==> src/rtl/spi_target_rx_if.sv <==
// Pin-side and stream-side signals of spi_target_rx; slave is the target's view,
// master is the view of whatever drives the pins and consumes the streams.
interface spi_target_rx_if #(
  parameter int DATA_WIDTH = 8,
  parameter int FIFO_DEPTH = 16
);
  localparam int LW = $clog2(FIFO_DEPTH) + 1;

  logic                  spi_sck_i;
  logic                  spi_nss_i;
  logic                  spi_mosi_i;
  logic                  spi_miso_o;
  logic                  spi_miso_en_o;
  logic [DATA_WIDTH-1:0] rx_data_o;
  logic                  rx_valid_o;
  logic                  rx_ready_i;
  logic [DATA_WIDTH-1:0] tx_data_i;
  logic                  tx_valid_i;
  logic                  tx_ready_o;
  logic                  rx_overflow_o;
  logic                  tx_underrun_o;
  logic                  frame_abort_o;
  logic [LW-1:0]         rx_level_o;

  modport slave (
    input  spi_sck_i, spi_nss_i, spi_mosi_i, rx_ready_i, tx_data_i, tx_valid_i,
    output spi_miso_o, spi_miso_en_o, rx_data_o, rx_valid_o, tx_ready_o,
           rx_overflow_o, tx_underrun_o, frame_abort_o, rx_level_o
  );

  modport master (
    output spi_sck_i, spi_nss_i, spi_mosi_i, rx_ready_i, tx_data_i, tx_valid_i,
    input  spi_miso_o, spi_miso_en_o, rx_data_o, rx_valid_o, tx_ready_o,
           rx_overflow_o, tx_underrun_o, frame_abort_o, rx_level_o
  );
endinterface

==> src/rtl/spi_target_rx.sv <==
// SPI target receiver: SCK/NSS/MOSI oversampled in clk_i, MISO reply from a one-word
// holding register, received words queued in a first-word fall-through FIFO.
module spi_target_rx #(
  parameter int DATA_WIDTH = 8,
  parameter int FIFO_DEPTH = 16,
  parameter bit CPOL       = 1'b0,
  parameter bit CPHA       = 1'b0
) (
  input logic            clk_i,
  input logic            rst_n_i,
  spi_target_rx_if.slave bus
);
  localparam int AW = $clog2(FIFO_DEPTH);
  localparam int CW = $clog2(DATA_WIDTH);

  typedef enum logic {IDLE, ACTIVE} state_t;
  state_t state, state_next;

  logic [2:0]            sck_sync, nss_sync;
  logic [1:0]            mosi_sync;
  logic                  sck_rise, sck_fall, nss_rise, nss_fall;
  logic                  lead_edge, trail_edge, sample_edge, shift_edge;
  logic                  start, stop, sample, shift, word_done, load;
  logic [CW-1:0]         bit_cnt;
  logic [DATA_WIDTH-2:0] rx_shift;
  logic [DATA_WIDTH-1:0] tx_shift, tx_hold, push_data;
  logic                  tx_full, skip, push, underrun_pend, underrun, abort, overflow;
  logic [DATA_WIDTH-1:0] mem [FIFO_DEPTH];
  logic [AW:0]           wr_ptr, rd_ptr, level;
  logic                  full, pop, accept;

  // NSS resets to "asserted" so a select held low through reset produces no falling edge.
  always_ff @(posedge clk_i or negedge rst_n_i) begin
    if (!rst_n_i) begin
      sck_sync  <= {3{CPOL}};
      nss_sync  <= '0;
      mosi_sync <= '0;
    end else begin
      sck_sync  <= {sck_sync[1:0], bus.spi_sck_i};
      nss_sync  <= {nss_sync[1:0], bus.spi_nss_i};
      mosi_sync <= {mosi_sync[0], bus.spi_mosi_i};
    end
  end

  assign sck_rise    = sck_sync[1] & ~sck_sync[2];
  assign sck_fall    = ~sck_sync[1] & sck_sync[2];
  assign nss_rise    = nss_sync[1] & ~nss_sync[2];
  assign nss_fall    = ~nss_sync[1] & nss_sync[2];
  assign lead_edge   = CPOL ? sck_fall : sck_rise;
  assign trail_edge  = CPOL ? sck_rise : sck_fall;
  assign sample_edge = CPHA ? trail_edge : lead_edge;
  assign shift_edge  = CPHA ? lead_edge : trail_edge;

  always_ff @(posedge clk_i or negedge rst_n_i) begin
    if (!rst_n_i) state <= IDLE;
    else          state <= state_next;
  end

  always_comb begin
    state_next = state;
    start      = 1'b0;
    stop       = 1'b0;
    sample     = 1'b0;
    shift      = 1'b0;
    case (state)
      IDLE: begin
        if (nss_fall) begin
          state_next = ACTIVE;
          start      = 1'b1;
        end
      end
      ACTIVE: begin
        if (nss_rise) begin
          state_next = IDLE;
          stop       = 1'b1;
        end else begin
          sample = sample_edge;
          shift  = shift_edge;
        end
      end
    endcase
  end

  assign word_done = sample && (bit_cnt == CW'(DATA_WIDTH - 1));
  assign load      = start || word_done;

  // An empty reload at a word boundary only counts as underrun once the next word
  // actually begins; a frame that ends on the boundary reports nothing.
  always_ff @(posedge clk_i or negedge rst_n_i) begin
    if (!rst_n_i) begin
      bit_cnt       <= '0;
      rx_shift      <= '0;
      tx_shift      <= '0;
      tx_hold       <= '0;
      tx_full       <= 1'b0;
      skip          <= 1'b0;
      push          <= 1'b0;
      push_data     <= '0;
      underrun_pend <= 1'b0;
      underrun      <= 1'b0;
      abort         <= 1'b0;
    end else begin
      push     <= 1'b0;
      underrun <= 1'b0;
      abort    <= 1'b0;
      if (bus.tx_valid_i && !tx_full) begin
        tx_hold <= bus.tx_data_i;
        tx_full <= 1'b1;
      end
      if (start) bit_cnt <= '0;
      if (sample) begin
        rx_shift <= {rx_shift[DATA_WIDTH-3:0], mosi_sync[1]};
        skip     <= 1'b0;
        if (bit_cnt == '0 && underrun_pend) begin
          underrun      <= 1'b1;
          underrun_pend <= 1'b0;
        end
        if (word_done) begin
          bit_cnt   <= '0;
          push      <= 1'b1;
          push_data <= {rx_shift, mosi_sync[1]};
        end else begin
          bit_cnt <= bit_cnt + 1'b1;
        end
      end
      if (shift) begin
        if (!skip) tx_shift <= {tx_shift[DATA_WIDTH-2:0], 1'b0};
        skip <= 1'b0;
      end
      // The reload presents the MSB itself, so the next shift edge must leave it in place.
      if (load) begin
        tx_shift <= tx_full ? tx_hold : '1;
        skip     <= 1'b1;
        if (tx_full) tx_full <= 1'b0;
        if (start) underrun      <= !tx_full;
        else       underrun_pend <= !tx_full;
      end
      if (stop) begin
        abort         <= (bit_cnt != '0);
        bit_cnt       <= '0;
        underrun_pend <= 1'b0;
      end
    end
  end

  assign level  = wr_ptr - rd_ptr;
  assign full   = (level == (AW + 1)'(FIFO_DEPTH));
  assign pop    = (level != '0) && bus.rx_ready_i;
  assign accept = push && (!full || pop);

  always_ff @(posedge clk_i or negedge rst_n_i) begin
    if (!rst_n_i) begin
      wr_ptr   <= '0;
      rd_ptr   <= '0;
      overflow <= 1'b0;
    end else begin
      if (pop)    rd_ptr <= rd_ptr + 1'b1;
      if (accept) wr_ptr <= wr_ptr + 1'b1;
      overflow <= push && !accept;
    end
  end

  always_ff @(posedge clk_i) begin
    if (accept) mem[wr_ptr[AW-1:0]] <= push_data;
  end

  assign bus.rx_data_o     = (level != '0) ? mem[rd_ptr[AW-1:0]] : '0;
  assign bus.rx_valid_o    = (level != '0);
  assign bus.rx_level_o    = level;
  assign bus.tx_ready_o    = !tx_full;
  assign bus.spi_miso_en_o = (state == ACTIVE);
  assign bus.spi_miso_o    = (state == ACTIVE) && tx_shift[DATA_WIDTH-1];
  assign bus.rx_overflow_o = overflow;
  assign bus.tx_underrun_o = underrun;
  assign bus.frame_abort_o = abort;

endmodule
==> src/flat_wrapper.sv <==
// flat-port wrapper written by rule: the top's interface ports become plain ports
module spi_target_rx_flat 
#(
  parameter int DATA_WIDTH = 8,
  parameter int FIFO_DEPTH = 16,
  parameter bit CPOL       = 1'b0,
  parameter bit CPHA       = 1'b0
)
  (clk_i, rst_n_i, bus_spi_sck_i, bus_spi_nss_i, bus_spi_mosi_i, bus_rx_ready_i, bus_tx_data_i, bus_tx_valid_i, bus_spi_miso_o, bus_spi_miso_en_o, bus_rx_data_o, bus_rx_valid_o, bus_tx_ready_o, bus_rx_overflow_o, bus_tx_underrun_o, bus_frame_abort_o, bus_rx_level_o);
  spi_target_rx_if #(.DATA_WIDTH(DATA_WIDTH), .FIFO_DEPTH(FIFO_DEPTH)) bus_i ();
  input logic clk_i;
  input logic rst_n_i;
  input wire logic [$bits(bus_i.spi_sck_i)-1:0] bus_spi_sck_i;
  input wire logic [$bits(bus_i.spi_nss_i)-1:0] bus_spi_nss_i;
  input wire logic [$bits(bus_i.spi_mosi_i)-1:0] bus_spi_mosi_i;
  input wire logic [$bits(bus_i.rx_ready_i)-1:0] bus_rx_ready_i;
  input wire logic [$bits(bus_i.tx_data_i)-1:0] bus_tx_data_i;
  input wire logic [$bits(bus_i.tx_valid_i)-1:0] bus_tx_valid_i;
  output wire logic [$bits(bus_i.spi_miso_o)-1:0] bus_spi_miso_o;
  output wire logic [$bits(bus_i.spi_miso_en_o)-1:0] bus_spi_miso_en_o;
  output wire logic [$bits(bus_i.rx_data_o)-1:0] bus_rx_data_o;
  output wire logic [$bits(bus_i.rx_valid_o)-1:0] bus_rx_valid_o;
  output wire logic [$bits(bus_i.tx_ready_o)-1:0] bus_tx_ready_o;
  output wire logic [$bits(bus_i.rx_overflow_o)-1:0] bus_rx_overflow_o;
  output wire logic [$bits(bus_i.tx_underrun_o)-1:0] bus_tx_underrun_o;
  output wire logic [$bits(bus_i.frame_abort_o)-1:0] bus_frame_abort_o;
  output wire logic [$bits(bus_i.rx_level_o)-1:0] bus_rx_level_o;
  assign bus_i.spi_sck_i = bus_spi_sck_i;
  assign bus_i.spi_nss_i = bus_spi_nss_i;
  assign bus_i.spi_mosi_i = bus_spi_mosi_i;
  assign bus_i.rx_ready_i = bus_rx_ready_i;
  assign bus_i.tx_data_i = bus_tx_data_i;
  assign bus_i.tx_valid_i = bus_tx_valid_i;
  assign bus_spi_miso_o = bus_i.spi_miso_o;
  assign bus_spi_miso_en_o = bus_i.spi_miso_en_o;
  assign bus_rx_data_o = bus_i.rx_data_o;
  assign bus_rx_valid_o = bus_i.rx_valid_o;
  assign bus_tx_ready_o = bus_i.tx_ready_o;
  assign bus_rx_overflow_o = bus_i.rx_overflow_o;
  assign bus_tx_underrun_o = bus_i.tx_underrun_o;
  assign bus_frame_abort_o = bus_i.frame_abort_o;
  assign bus_rx_level_o = bus_i.rx_level_o;
  spi_target_rx #(.DATA_WIDTH(DATA_WIDTH), .FIFO_DEPTH(FIFO_DEPTH), .CPOL(CPOL), .CPHA(CPHA)) u_core (.clk_i(clk_i), .rst_n_i(rst_n_i), .bus(bus_i));
endmodule
==> config.mk <==
export PLATFORM = sky130hd
export DESIGN_NAME = spi_target_rx_flat
export DESIGN_NICKNAME = d
export VERILOG_FILES = /design/src/rtl/spi_target_rx_if.sv /design/src/rtl/spi_target_rx.sv /design/src/flat_wrapper.sv
export SDC_FILE = /design/constraint.sdc
export NUM_CORES = 1
export LEC_CHECK = 0
export CORE_MARGIN = 10
export CORE_UTILIZATION = 45
export CTS_CLUSTER_DIAMETER = 80
export DETAILED_ROUTE_END_ITERATION = 7
export PLACE_DENSITY = 0.64
export SLEW_MARGIN = 25
export SYNTH_ARGS = -nofsm -noshare
export SYNTH_HDL_FRONTEND = slang
export SYNTH_SLANG_ARGS = --single-unit
==> constraint.sdc <==
create_clock -name clk_i -period 4.5 [get_ports clk_i]
set_input_delay 0.45 -clock clk_i [delete_from_list [all_inputs] [get_ports clk_i]]
set_output_delay 0.45 -clock clk_i [all_outputs]
set_load 0.1 [all_outputs]
### Word-level counts from Yosys, hierarchy flattened

Memories as Yosys holds them, arrays and structs flattened.
Index checks and enable logic that the tools add are counted.

* mux-type cells: 39
* eq/ne operators: 3
* $add $sub $neg: 4
* reduce and logical (&&, ||, !) cells: 20
* bitwise logic cells: 9

Operators with widths (number)
* 2-to-1 mux 8 bit: 5
* 2-to-1 mux 1 bit: 29
* 2-to-1 mux 3 bit: 4
* adder 5 x 1 -> 5 bit, second input constant: 2
* nonzero test 3 bit: 3
* logical AND 1 bit: 7
* == test 5 bit, second input constant: 1
* NOT 1 bit: 5
* nonzero test 5 bit: 1
* subtractor 5 bit: 1
* AND 1 bit: 4
* AND reduction 2 bit: 2
* adder 3 x 1 -> 3 bit, second input constant: 1
* == test 3 bit, second input constant: 1
* logical NOT 1 bit: 3
* logical NOT 3 bit: 1
* logical OR 1 bit: 2
* != test 2 x 1 -> 1 bit, second input constant: 1
* case mux 1 bit (2 select lines): 1
* nonzero test 2 bit: 1

* memories kept: 1
* output and inout bits: 20
* flip-flop bits (word level): 60
* RAM bits: 128
* bits of input ports: 15

Memories
* u_core.mem: depth 16, width 8, read ports 1, clocked after Yosys merged registers in 0, write ports 1, line spi_target_rx.sv:28 `logic [DATA_WIDTH-1:0] mem [FIFO_DEPTH];`

### Logic depth before layout (Yosys ltp)

Gate-level depths: netlist of the first run.

* word-level depth: 8
* gate-level depth with buffers: 9
* gate-level depth less buffers: 9

### Worst setup path before layout of the first run

No wires, ideal clock.

* path kind: register to output
* start: reg u_core.wr_ptr[0]
* end: out bus_rx_data_o[0]
* setup slack: -150 ps
* arrival: 4200 ps
* data required time: 4050 ps
* buffers on the path: 0
* stages on the path, launching flop included: 9
* cells stage by stage: dfrtp_1 -> inv_1 -> ha_1 -> fa_1 -> xnor2_2 -> nor2_1 -> mux2i_4 -> nor2_2 -> nor2b_1

* longest elaborated chain between the ends: 3

RTL lines
* from (decl): line spi_target_rx.sv:29 `logic [AW:0] wr_ptr, rd_ptr, level;`
* from (signal assigned): line spi_target_rx.sv:158 `if (accept) wr_ptr <= wr_ptr + 1'b1;`
* subtractor 5 bit: line spi_target_rx.sv:146 `assign level = wr_ptr - rd_ptr;`
* via bus_rx_level_o[2]: line flat_wrapper.sv:27 `output wire logic [$bits(bus_i.rx_level_o)-1:0] bus_rx_level_o;`
* nonzero test 5 bit: line spi_target_rx.sv:167 `assign bus.rx_data_o = (level != '0) ? mem[rd_ptr[AW-1:0]] : '0;`
* 2-to-1 mux 8 bit: line spi_target_rx.sv:167
* to (decl): line flat_wrapper.sv:21 `output wire logic [$bits(bus_i.rx_data_o)-1:0] bus_rx_data_o;`

The timed path passes the listed nets, and every way through them passes these cells.

### Worst setup path after layout of the first run

* start: reg u_core.wr_ptr[0]
* end: out bus_rx_data_o[2]

* longest elaborated chain between the ends: 3

RTL lines (line)
* subtractor 5 bit: spi_target_rx.sv:146
* nonzero test 5 bit: spi_target_rx.sv:167
* 2-to-1 mux 8 bit: spi_target_rx.sv:167

Every way passes these cells.

==> out/metrics.yaml, run 1 <==
status: "finished clean"
crit_required_ps: 4050
grt_usage: 0.126
syn_inst: 435
place.gp.congestion: 0.785
p_per_area_nw_per_um2: 617
post-place-ws_ps: 1140
p_int_uw: 3410
pwr-share-clk: 0.250
hpwl_mm: 9.30
rsz0062_at_grt: "no"
p_leak_uw: 0.00344
yosysSeqAreaShare: 0.683
core_um2: 17200
n_fill_cell: 1380
grt_max_degree: 61
antenna_left: 0
drc: 0
io_buffers: 34
cts_tree: "built"
seq_power_share: 0.373
syn_area_um2: 7830
postSynthAreaPerCell_um2: 18.0
clk_pin_slew_ps: 60
yosys.area.top_type: "edfxtp_1"
async_reset_ff_frac: 0.319
mappedNetlistNets: 463
drt_first_pass_iters: 4
setup_viol: 0
synth_cell_types: 56
slew_headroom: 0.333
register_area_um2: 5350
drt_wl_total_mm: 14.1
final_hold_viol_count: 0
synth_top_area_frac: 0.491
max_cap_violations: 0
fp.dieArea_um2: 23100
swShare: 0.381
root_buffer: "clkbuf_16"
htree_levels: 4
worst_skew_pair.late_latency_ps: 420
synth_edf_count: 128
cts-resized-gates: 0
final_nets: 515
crit_path_end_kind: "output pin"
critical_path_arrival_ps: 3360
skew_ps: 5.49
first_iter_violations: 255
overflow: 0
clk_path_buf_depth: 2
synth_area_leaders: "edfxtp_1 (49%), dfrtp_1 (19%), mux4_2 (6.6%), mux4_1 (5.7%), mux2_2 (2.4%)"
drive_above_1_share: 0.220
rows: 48
power.switching_uw: 2100
num_vias: 3869
die_x_um: 152
wl_per_cell_um: 19.4
viasPerCell: 5.34
boundaryPins: 35
die_y_um: 152
maxSlewViolCount: 0
crit_path_start_kind: "register"
yosys_warnings: 0
area_delta_synth_final_pct: 14.2
multi_input_area_um2: 2280
yosys_register_bits: 188
synth.top_cells.by_count: "edfxtp_1 (128), dfrtp_1 (60), nand2_1 (35)"
max_freq_mhz: 263
critPathMaxFanout: 9
worst_slack_ps: 693
start_util: 0.456
comb_power_share: 0.377
yosysMostFrequentCell: "edfxtp_1"
cts_buffers: 17
tightest_slew_ps: 997
grt_first_pass_wirelength_mm: 23.0
whs_ps: 179
peakVddDrop_mv: 0.618
cts.sinks: 188
first_global_vias: 4050
worstSetupPathType: "register to output pin"
antenna_found_initial: 0
synthFlopType: "edfxtp_1"
antenna_cells: 0
hold_buffers: 0
post-route-period-util: 0.846
hold_path.class: "primary input to asynchronous set/reset pin"
postCtsSetupBuffers: 0
fin_crit_ps: 3810
[kinds of logic after synthesis]
logic type / synth area share
compound gates: 0.0296
xor+xnor: 0.0165
fa+ha+maj: 0.0230
buf+inv: 0.0254
flops: 0.683
mux: 0.162
simple gates: 0.0603
[power by group through the flow]
| stage | Combinational, uW | Clock (uW) | Sequential [uW] |
|---|---|---|---|
| after floorplan | 1770 | 0 | 2070 |
| after global placement | 2080 | 0 | 2090 |
| after detailed placement | 2100 | 0 | 2090 |
| after CTS | 2110 | 1410 | 2060 |
| after global routing | 2200 | 1500 | 2070 |
| final | 2080 | 1380 | 2060 |
[worst max-delay path, stage by stage (launching register included)]
cell and delay, ps:
dfrtp_1 430, inv_1 100, ha_1 210, fa_1 420
nand2b_1 180, a21oi_2 170, xor2_2 380, inv_2 140
nor2_2 470, nor2b_1 140, buf_4 260
[sequential cells by signal (all words and copies together), names as in the netlist, 5 cells and up]
| name | count |
|---|---|
| u_core.wr_ptr | 5 |
| u_core.tx_shift | 8 |
| u_core.rx_shift | 7 |
| u_core.tx_hold | 8 |
| u_core.push_data | 8 |
| u_core.mem | 128 |
| u_core.rd_ptr | 5 |
[stage by stage]
step / cell area (um^2) / total power [uW] / utilization / setup TNS [ps] / cells
2_1_floorplan: 7830 / 3840 / - / -1200 / 435
4_1_cts: 8940 / 5580 / 0.520 / 0 / 725
6_report: 8940 / 5510 / 0.520 / 0 / 725
3_5_place_dp: 8390 / 4200 / 0.489 / 0 / 693
3_3_place_gp: 8390 / 4170 / 0.489 / 0 / 693
5_1_grt: 8940 / 5770 / 0.520 / 0 / 725
[cell type report]
class,instances,share of cell area
tap,225,0.0315
inverter,16,0.00672
timing repair buffer,50,0.0473
multi-input combinational,214,0.255
clock buffer,21,0.0504
clock inverter,11,0.0106
sequential,188,0.598
[layer usage]
layer | GRT usage | vias to the layer above | wire (um)
met5 | 0 | - | 0
met4 | 0.0390 | 0 | 170
met3 | 0.0356 | 15 | 602
met2 | 0.203 | 77 | 7000
met1 | 0.162 | 1987 | 6310
li1 | - | 1790 | -
[worst paths after layout]
check / start / endpoint / slack (ps) / cells past startpoint
worst max register to register: u_core.wr_ptr[0] / u_core.mem[11][4] / 1330 / 8
worst min register to register: u_core.sck_sync[0] / u_core.sck_sync[1] / 350 / 0
max in group asynchronous: rst_n_i / u_core.rd_ptr[0] / 3780 / 2
worst max-delay path: u_core.wr_ptr[0] / bus_rx_data_o[2] / 690 / 10
min in group clk_i: u_core.sck_sync[0] / u_core.sck_sync[1] / 350 / 0
worst min-delay path: rst_n_i / u_core.tx_full / 180 / 2
[cells in the final DEF, fill, tap and decap left out, types with 4 or more instances in the layout]
| cell type | netlist | final |
|---|---|---|
| nand2b_1 | 4 | 4 |
| mux4_1 | 17 | 17 |
| clkbuf_16 | 0 | 17 |
| clkdlybuf4s50_1 | 0 | 20 |
| nor2b_1 | 11 | 11 |
| nor2_1 | 11 | 11 |
| o31a_1 | 7 | 7 |
| ha_1 | 12 | 12 |
| mux2_2 | 17 | 17 |
| xnor2_1 | 9 | 9 |
| dfrtp_1 | 60 | 59 |
| buf_4 | 0 | 29 |
| nor3_1 | 12 | 12 |
| nand2_1 | 35 | 35 |
| mux2i_1 | 7 | 7 |
| edfxtp_1 | 128 | 128 |
| inv_1 | 14 | 14 |
| mux4_2 | 23 | 23 |
(Power assumes the default switching activity.)
==> run 2, diff against run 1 <==
--- a/config.mk
+++ b/config.mk
@@ -9,7 +9,7 @@
 export CORE_UTILIZATION = 45
 export CTS_CLUSTER_DIAMETER = 80
 export DETAILED_ROUTE_END_ITERATION = 7
-export PLACE_DENSITY = 0.64
+export PLACE_DENSITY = 0.67
 export SLEW_MARGIN = 25
 export SYNTH_ARGS = -nofsm -noshare
 export SYNTH_HDL_FRONTEND = slang
==> constraint.sdc (replaced) <==
create_clock -name clk_i -period 3.2 [get_ports clk_i]
set_input_delay 0.32 -clock clk_i [delete_from_list [all_inputs] [get_ports clk_i]]
set_output_delay 0.32 -clock clk_i [all_outputs]
set_load 0.1 [all_outputs]
==> out/metrics.yaml, run 2 (synthesis results as in run 1) <==
viasPerCell: 5.33  # -0.21%
r2r-end: "u_core.mem[1][6]"
reg2reg_slack_ps: 210  # -1120 ps
antenna_found_initial: 0  # unchanged
p_per_area_nw_per_um2: 899  # +46%
final_cells: 735  # +1.4%
post-route-period-util: 0.971
area_delta_synth_final_pct: 21.1
crit_path_start_kind: "register"
rsz0062_at_grt: "yes"
clk_pin_slew_ps: 70  # about the same
route.met3.wl_um: 587  # -2.5%
skew_ps: 9.15  # +3.66 ps
place.gp.congestion: 0.780  # -0.56%
cts.sinks: 188  # unchanged
design_area_um2: 9480  # +6.1%
core_um2: 17200  # unchanged
worstSetupPathType: "register to output pin"
worst_skew_pair.late_latency_ps: 430  # about the same
overflow: 0  # unchanged
fp.dieArea_um2: 23100  # unchanged
max_freq_mhz: 322
grt_usage: 0.134  # +0.00788
holdPathEnd: "u_core.nss_sync[0]"
rows: 48  # unchanged
min_path_cells: 1
setup_viol: 0  # unchanged
start_util: 0.456  # unchanged
status: "finished clean"
n_fill_cell: 1355  # -1.8%
boundaryPins: 35  # unchanged
cts_buffers: 17  # unchanged
final_hold_viol_count: 0  # unchanged
layout_common_cells: "edfxtp_1 (128), dfrtp_1 (59), nand2_1 (35)"
drc: 0  # unchanged
worstHoldStart: "bus_spi_nss_i"
dr_wl_met2_mm: 7.81  # +12%
largest_reg_flops: 128  # unchanged
wl_per_cell_um: 20.5  # +5.8%
post-place-ws_ps: 177  # -964 ps
slew_headroom: 0.346  # +0.0129
critical_path_arrival_ps: 2790  # -570 ps
worst_slack_ps: 93.6  # -600 ps
root_buffer: "clkbuf_16"
drt_wl_total_mm: 15.1  # +7.2%
drt_first_pass_iters: 4  # unchanged
grt_max_degree: 50  # -18%
whs_ps: 331  # +153 ps
antenna_cells: 0  # unchanged
final_nets: 525  # +1.9%
tightest_slew_ps: 978  # -19.3 ps
peakVddDrop_mv: 0.597  # -3.5%
fin_crit_ps: 3110
hold_path.class: "primary input to register"
top_layer: "met4"
grt_first_pass_wirelength_mm: 24.2  # +5.1%
maxSlewViolCount: 0  # unchanged
antenna_left: 0  # unchanged
clk_path_buf_depth: 2  # unchanged
critPathMaxFanout: 6  # -3
first_iter_violations: 208  # -18%
num_vias: 3914  # +1.2%
die_x_um: 152  # unchanged
rr_worst_depth: 10  # +2
final_common_cell: "edfxtp_1"
drive_above_1_share: 0.304  # +0.0839
io_buffers: 34  # unchanged
hpwl_mm: 10.1  # +8.9%
die_y_um: 152  # unchanged
cts_tree: "built"
crit_path_end_kind: "output pin"
p_leak_uw: 0.00368  # +7.0%
htree_levels: 4  # unchanged
max_cap_violations: 0  # unchanged
first_global_vias: 4228  # +4.4%
setup_tns_ps: 0  # unchanged
placed_cells: 698  # +0.72%
place_area_um2: 8830  # +5.1%
crit_required_ps: 2880  # -1170 ps
met1_length_mm: 6.52  # +3.3%
r2r-start: "u_core.rd_ptr[0]"
==> run 2: worst max-delay path by stage <==
stage	start	to	slack, ps	cells after the start
after floorplan	u_core.wr_ptr[0]	bus_rx_valid_o	-320	8
after global placement	u_core.wr_ptr[0]	u_core.mem[12][4]	100	9
after detailed placement	u_core.wr_ptr[0]	u_core.mem[1][5]	180	10
after CTS	u_core.rd_ptr[0]	bus_rx_data_o[2]	10	11
after global routing	u_core.wr_ptr[0]	bus_rx_data_o[1]	-70	12
final	u_core.rd_ptr[0]	bus_rx_data_o[0]	90	11
==> run 2: power by group <==
part           switching (uW)  internal (uW)
Combinational            2160           1500
Clock                     867           1130
Sequential                116           2750
Total                    3140           5380
==> run 2: critical path: stages, from the launching register on <==
cell       delay (ps)
dfrtp_2           410
ha_2              200
fa_2              350
nand2b_1          160
a21oi_2           180
xor2_2            190
buf_6             160
inv_4              70
nor2_4            140
bufbuf_16         290
nor2b_4            40
buf_12            160
==> run 2: repair_timing <==
item,4_1_cts,5_1_grt
hold buffers,0,1
buffers inserted,3,1
pin swaps,3,2
gates cloned,1,0
setup endpoints to repair,9,5
endpoints found under the hold margin,0,47
resized for setup,3,1
==> run 2: per-stage QoR <==
step           utilization  total power [uW]
2_1_floorplan            -              5550
3_3_place_gp         0.513              6490
3_5_place_dp         0.514              6550
4_1_cts              0.551              8590
5_1_grt              0.552              8840
6_report             0.552              8520
==> run 2: cell type report <==
| type | count | area (um^2) | area share |
|---|---|---|---|
| multi-input combinational | 214 | 2510 | 0.265 |
| sequential | 188 | 5350 | 0.564 |
| tap | 225 | 282 | 0.0297 |
| inverter | 16 | 66.3 | 0.00699 |
| clock buffer | 24 | 505 | 0.0533 |
| clock inverter | 8 | 70.1 | 0.00739 |
| timing repair buffer | 60 | 701 | 0.0739 |
==> run 2: per-layer routing <==
layer,vias up,global-route usage
met5,-,0
met4,0,0.0454
met3,13,0.0294
met2,76,0.227
met1,2013,0.166
li1,1812,-
